--- src/rtl/cpu_pkg.sv ---
// Shared types and constants for the RV32I front end (fetch sequencing).
package cpu_pkg;

  localparam int unsigned XLEN_DEF  = 32;
  localparam logic [31:0] NOP_INSTR = 32'h0000_0013;

  typedef enum logic [1:0] {
    REQ  = 2'd0,
    WAIT = 2'd1,
    DROP = 2'd2
  } pcseq_state_t;

  typedef enum logic [1:0] {
    SRC_NONE = 2'd0,
    SRC_BR   = 2'd1,
    SRC_JMP  = 2'd2,
    SRC_TRAP = 2'd3
  } redir_src_t;

endpackage

--- src/rtl/pc_redirect_mux.sv ---
// Priority select (trap > jump > branch) of the fetch redirect target.
// PC_MISALIGN_TRAP_EN: misaligned jump/branch targets divert to TRAP_VEC.
module pc_redirect_mux
  import cpu_pkg::*;
#(
  parameter int unsigned      XLEN     = XLEN_DEF,
  parameter logic [XLEN-1:0]  TRAP_VEC = XLEN'(32'h0000_0100)
) (
  input  logic            trap_i,
  input  logic            jmp_i,
  input  logic [XLEN-1:0] jmp_target_i,
  input  logic            br_taken_i,
  input  logic [XLEN-1:0] br_target_i,
  output logic            redirect_c,
  output logic [XLEN-1:0] target_c
`ifdef PC_MISALIGN_TRAP_EN
  ,
  output logic            misalign_c
`endif
);

  redir_src_t      src_c;
  logic [XLEN-1:0] raw_c;

  always_comb begin
    src_c = SRC_NONE;
    raw_c = '0;
    if (trap_i) begin
      src_c = SRC_TRAP;
      raw_c = TRAP_VEC;
    end else if (jmp_i) begin
      src_c = SRC_JMP;
      raw_c = jmp_target_i;
    end else if (br_taken_i) begin
      src_c = SRC_BR;
      raw_c = br_target_i;
    end
  end

  assign redirect_c = (src_c != SRC_NONE);

`ifdef PC_MISALIGN_TRAP_EN
  always_comb begin
    misalign_c = ((src_c == SRC_JMP) || (src_c == SRC_BR)) && (raw_c[1:0] != 2'b00);
    target_c   = misalign_c ? TRAP_VEC : (raw_c & ~XLEN'(3));
  end
`else
  // No compressed instructions: word-align every target.
  assign target_c = raw_c & ~XLEN'(3);
`endif

endmodule

--- src/rtl/pc_sequencer.sv ---
// Fetch-stage PC owner: one outstanding imem fetch, single-entry IF/ID slot, redirects.
// PC_MISALIGN_TRAP_EN adds the misalign_o pulse output.
module pc_sequencer
  import cpu_pkg::*;
#(
  parameter int unsigned     XLEN      = XLEN_DEF,
  parameter logic [XLEN-1:0] RESET_VEC = XLEN'(32'h0000_0000),
  parameter logic [XLEN-1:0] TRAP_VEC  = XLEN'(32'h0000_0100)
) (
  input  logic            clk,
  input  logic            reset,
  input  logic            stall_i,
  input  logic            br_taken_i,
  input  logic [XLEN-1:0] br_target_i,
  input  logic            jmp_i,
  input  logic [XLEN-1:0] jmp_target_i,
  input  logic            trap_i,
  output logic            imem_req_o,
  output logic [XLEN-1:0] imem_addr_o,
  input  logic            imem_gnt_i,
  input  logic            imem_rvalid_i,
  input  logic [31:0]     imem_rdata_i,
  output logic            if_valid_o,
  output logic [XLEN-1:0] if_pc_o,
  output logic [31:0]     if_instr_o,
  output logic            flush_o
`ifdef PC_MISALIGN_TRAP_EN
  ,
  output logic            misalign_o
`endif
);

  pcseq_state_t    state_q, state_d;
  logic [XLEN-1:0] pc_q, pc_d;
  logic [XLEN-1:0] ifpc_d;
  logic [31:0]     instr_d;
  logic            valid_d, flush_d;
  logic            run_q;
  logic            redirect_c;
  logic [XLEN-1:0] target_c;

`ifdef PC_MISALIGN_TRAP_EN
  logic misalign_c;
  logic misalign_d;
`endif

  pc_redirect_mux #(
    .XLEN     (XLEN),
    .TRAP_VEC (TRAP_VEC)
  ) u_redirect_mux (
    .trap_i       (trap_i),
    .jmp_i        (jmp_i),
    .jmp_target_i (jmp_target_i),
    .br_taken_i   (br_taken_i),
    .br_target_i  (br_target_i),
    .redirect_c   (redirect_c),
    .target_c     (target_c)
`ifdef PC_MISALIGN_TRAP_EN
    ,
    .misalign_c   (misalign_c)
`endif
  );

  assign imem_addr_o = pc_q;

  // State and output registers; run_q keeps the request low until the first edge after reset.
  always_ff @(posedge clk or negedge reset) begin
    if (!reset) begin
      state_q    <= REQ;
      pc_q       <= RESET_VEC;
      run_q      <= 1'b0;
      if_valid_o <= 1'b0;
      if_pc_o    <= '0;
      if_instr_o <= NOP_INSTR;
      flush_o    <= 1'b0;
`ifdef PC_MISALIGN_TRAP_EN
      misalign_o <= 1'b0;
`endif
    end else begin
      state_q    <= state_d;
      pc_q       <= pc_d;
      run_q      <= 1'b1;
      if_valid_o <= valid_d;
      if_pc_o    <= ifpc_d;
      if_instr_o <= instr_d;
      flush_o    <= flush_d;
`ifdef PC_MISALIGN_TRAP_EN
      misalign_o <= misalign_d;
`endif
    end
  end

  // Next state, slot update and request generation.
  always_comb begin
    state_d    = state_q;
    pc_d       = pc_q;
    valid_d    = if_valid_o;
    ifpc_d     = if_pc_o;
    instr_d    = if_instr_o;
    flush_d    = 1'b0;
`ifdef PC_MISALIGN_TRAP_EN
    misalign_d = 1'b0;
`endif
    imem_req_o = run_q && (state_q == REQ) && (!if_valid_o || !stall_i);

    if (if_valid_o && !stall_i) valid_d = 1'b0;

    case (state_q)
      REQ: begin
        if (imem_req_o && imem_gnt_i) state_d = WAIT;
      end
      WAIT: begin
        if (imem_rvalid_i) begin
          valid_d = 1'b1;
          ifpc_d  = pc_q;
          instr_d = imem_rdata_i;
          pc_d    = pc_q + XLEN'(4);
          state_d = REQ;
        end
      end
      DROP: begin
        if (imem_rvalid_i) state_d = REQ;
      end
      default: state_d = REQ;
    endcase

    // A redirect kills the slot and any in-flight fetch; the killed response is drained in DROP.
    if (redirect_c) begin
      pc_d    = target_c;
      valid_d = 1'b0;
      ifpc_d  = if_pc_o;
      instr_d = if_instr_o;
      flush_d = 1'b1;
`ifdef PC_MISALIGN_TRAP_EN
      misalign_d = misalign_c;
`endif
      case (state_q)
        REQ:     state_d = (imem_req_o && imem_gnt_i) ? DROP : REQ;
        default: state_d = imem_rvalid_i ? REQ : DROP;
      endcase
    end
  end

endmodule

--- config.mk ---
export PLATFORM = sky130hd
export DESIGN_NAME = pc_sequencer
export DESIGN_NICKNAME = d
export VERILOG_FILES = /design/src/rtl/cpu_pkg.sv /design/src/rtl/pc_redirect_mux.sv /design/src/rtl/pc_sequencer.sv
export SDC_FILE = /design/constraint.sdc
export NUM_CORES = 1
export LEC_CHECK = 0
export BUFFER_PORTS_ARGS = -buffer_cell sky130_fd_sc_hd__buf_2
export CORE_UTILIZATION = 30
export DETAILED_ROUTE_END_ITERATION = 8
export SYNTH_ARGS = -nofsm -noshare
export SYNTH_HDL_FRONTEND = slang
export SYNTH_HIERARCHICAL = 1
export SYNTH_SLANG_ARGS = --single-unit
export TNS_END_PERCENT = 50
--- constraint.sdc ---
create_clock -name clk -period 1.9 [get_ports clk]
set_input_delay 0.475 -clock clk [delete_from_list [all_inputs] [get_ports clk]]
set_output_delay 0.475 -clock clk [all_outputs]
set_load 0.1 [all_outputs]
==> flow_summary.json <==
{
  "initial_core_util_pct": 30.92,
  "dp_hpwl_mm": 11.18,
  "maxCapViolCount": 0,
  "drive_gt1_share_pct": 59.85,
  "port_buffers": 198,
  "vias_per_cell": 5.061,
  "cts_buffer_depth": 2,
  "synth_commonest_cells": "dfrtp_1, mux2_2, nand2_1, a32o_2, nor2_1",
  "fillers": 1565,
  "crit_fanout": 3,
  "rsz0062_at_grt": "true",
  "cts_hold_buf": 0,
  "crit_chain": "inv_1 > ha_2 > and3_4 > buf_12",
  "critPathSlowestCell": "dfrtp_1",
  "first_iter_violations": 186,
  "core-area_sq_um": 16000,
  "cp_num_buf_inv": 2,
  "grt_pass1_wl_mm": 22.78,
  "syn_avg_cell_area_sq_um": 11.61,
  "cp.arrival_ns": 1.40,
  "ant_nets": 0,
  "multi_input_area_sq_um": 2320,
  "h-tree-depth": 3,
  "setup_viol": 0,
  "cts_root_buf": "clkbuf_16",
  "fmax_mhz": 533.3,
  "grt_pass1_vias": 4327,
  "p_per_area_nw_per_um2": 828.5,
  "io_pins": 203,
  "wl_mm": 15.06,
  "min_period_ns": 1.875,
  "final_util_pct": 43.63,
  "synthDistinctLibCells": 51,
  "hold_viol": 0,
  "power_mw": 5.784,
  "via_count": 4433,
  "drt-wirelength-per-cell_um": 17.19,
  "floorplan.die.width_um": 130.4,
  "num-nets-final": 762,
  "n_antenna_cell": 0,
  "stdcell_area_sq_um": 6980,
  "synth-edff-count": 0,
  "tritoncts": "done",
  "finalClockSkew_ns": 0.01085,
  "yosysTopAreaCell": "dfrtp_1",
  "tightest_slew_ns": 0.7620,
  "ir_worst_vdd_mv": 0.5542,
  "ys.flop_type": "dfrtp_1",
  "dpl_cell_area_sq_um": 6544,
  "hp-class": "primary input to asynchronous set/reset pin",
  "crit_family": "flip-flops",
  "antenna_found_initial": 0,
  "grt_max_degree": 34,
  "ys_warn_count": 6,
  "required_ns": 1.42,
  "first_pass_iters": 4,
  "clk_latency_ns": 0.35,
  "rows": 46,
  "die_area_sq_um": 17010,
  "slew_headroom_pct": 49.09,
  "ys_ff_latch": 101,
  "clkTransAtPathRegs_ns": 0.07,
  "startpoint_type": "flop",
  "worstSetupEndpointType": "primary output",
  "yosysMostFrequentCell": "dfrtp_1",
  "maxSlewViolCount": 0,
  "synth-seq-area-share_pct": 51.16,
  "cts.sinks": 101,
  "drc": 0,
  "syn-instance-count": 426,
  "place_congestion": 0.8427,
  "async_reset_ff_share_pct": 100.0,
  "grt_use_total_pct": 17.80,
  "synthTopCellsByArea": "dfrtp_1, mux2_2, a32o_2",
  "synth_area_sq_um": 4947,
  "status": "completed",
  "crit_type": "flop to primary output",
  "critPathMaxStageDelay_ns": 0.36,
  "die_y_um": 130.4,
  "grt.overflow.total": 0,
  "p_leak_nw": 3.579,
  "synth.top_cell.area_share_pct": 49.57,
  "period_share_pct": 98.69,
  "regArea_sq_um": 2624,
  "cts_buffers": 9,
  "syn2layout_area_growth_pct": 41.10
}
==> cells by family after synthesis <==
kind of cell / synth area share, %
muxes: 14.97
DFF: 51.16
and+or+nand+nor: 13.83
adders and majority gates: 0.7588
xor gates and xnor gates: 1.770
AOI/OAI and AO/OA: 13.10
buffers and inverters: 4.249
other: 0.1518
==> cells in the final DEF, fill, tap and decap left out, drive strengths merged, types with 3 or more instances in the layout <==
cell and n:
dfrtp 98, buf 246, xor2 7, inv 8, and3 5, xnor2 3
ha 3, dfstp 3, nand2 33, conb 3, nand4 19, nor3 4
clkbuf 13, a31oi 13, or4 11, and4 5, a21oi 4, o21ai 15
nand3 16, a32o 28, nor2 19, mux2 64, o31ai 10
==> layer usage <==
layer	up-vias	GRT usage, %	wire (um)
met1	2146	22.70	6805
met5	-	0	0
met4	0	6.356	204
met2	182	30.23	7164
met3	19	3.217	885
li1	2086	-	-
==> layout make-up <==
cell class,count,area share [%]
clock buffers,13,3.728
clock inverters,3,0.6453
inverters,8,0.4302
multi-input cells,289,33.23
flip-flops and latches,101,37.59
well taps,216,3.872
repair buffers,246,20.51
==> through the flow <==
step	instances	setup TNS [ns]	setup WS (ns)	hold WS, ns
global route	876	-0.1028	-0.03721	0.09859
floorplan	427	-0.1077	-0.04258	0.1794
global placement	849	-7.453	-0.2484	0.4645
detailed placement	849	-9.534	-0.2878	0.4684
finish	876	0	0.02489	0.07820
CTS	865	0	0.01173	0.08604
==> final timing paths <==
path	start	end	slack [ns]	depth (start not counted)
min in group clk	imem_rdata_i[31]	if_instr_o[31]	0.35	2
max in group asynchronous	reset	if_instr_o[4]	1.21	2
min	reset	if_instr_o[17]	0.08	1
min reg2reg	if_pc_o[30]	if_pc_o[30]	0.48	2
max	state_q[1]	imem_req_o	0.02	4
max reg2reg	state_q[1]	imem_addr_o[19]	0.06	6
==> state kept, by name, indices dropped and copies added (netlist names) <==
signal	cells
flush_o	1
if_instr_o	32
if_pc_o	32
if_valid_o	1
imem_addr_o	32
run_q	1
state_q	2
==> power breakdown <==
part / leakage [nW] / switching (mW) / internal [mW] / total, mW
sequential: 1.31 / 0.0986 / 2.28 / 2.38
clock: 0.142 / 0.829 / 1.10 / 1.93
combinational: 2.12 / 1.11 / 0.365 / 1.48
total: 3.58 / 2.04 / 3.74 / 5.78
==> timing repair <==
action	CTS	global route
gates resized for setup	2	11
endpoints found under the setup margin	1	22
setup buffers	0	11
pin swaps	0	5
Power figures use the tool's default switching activity.
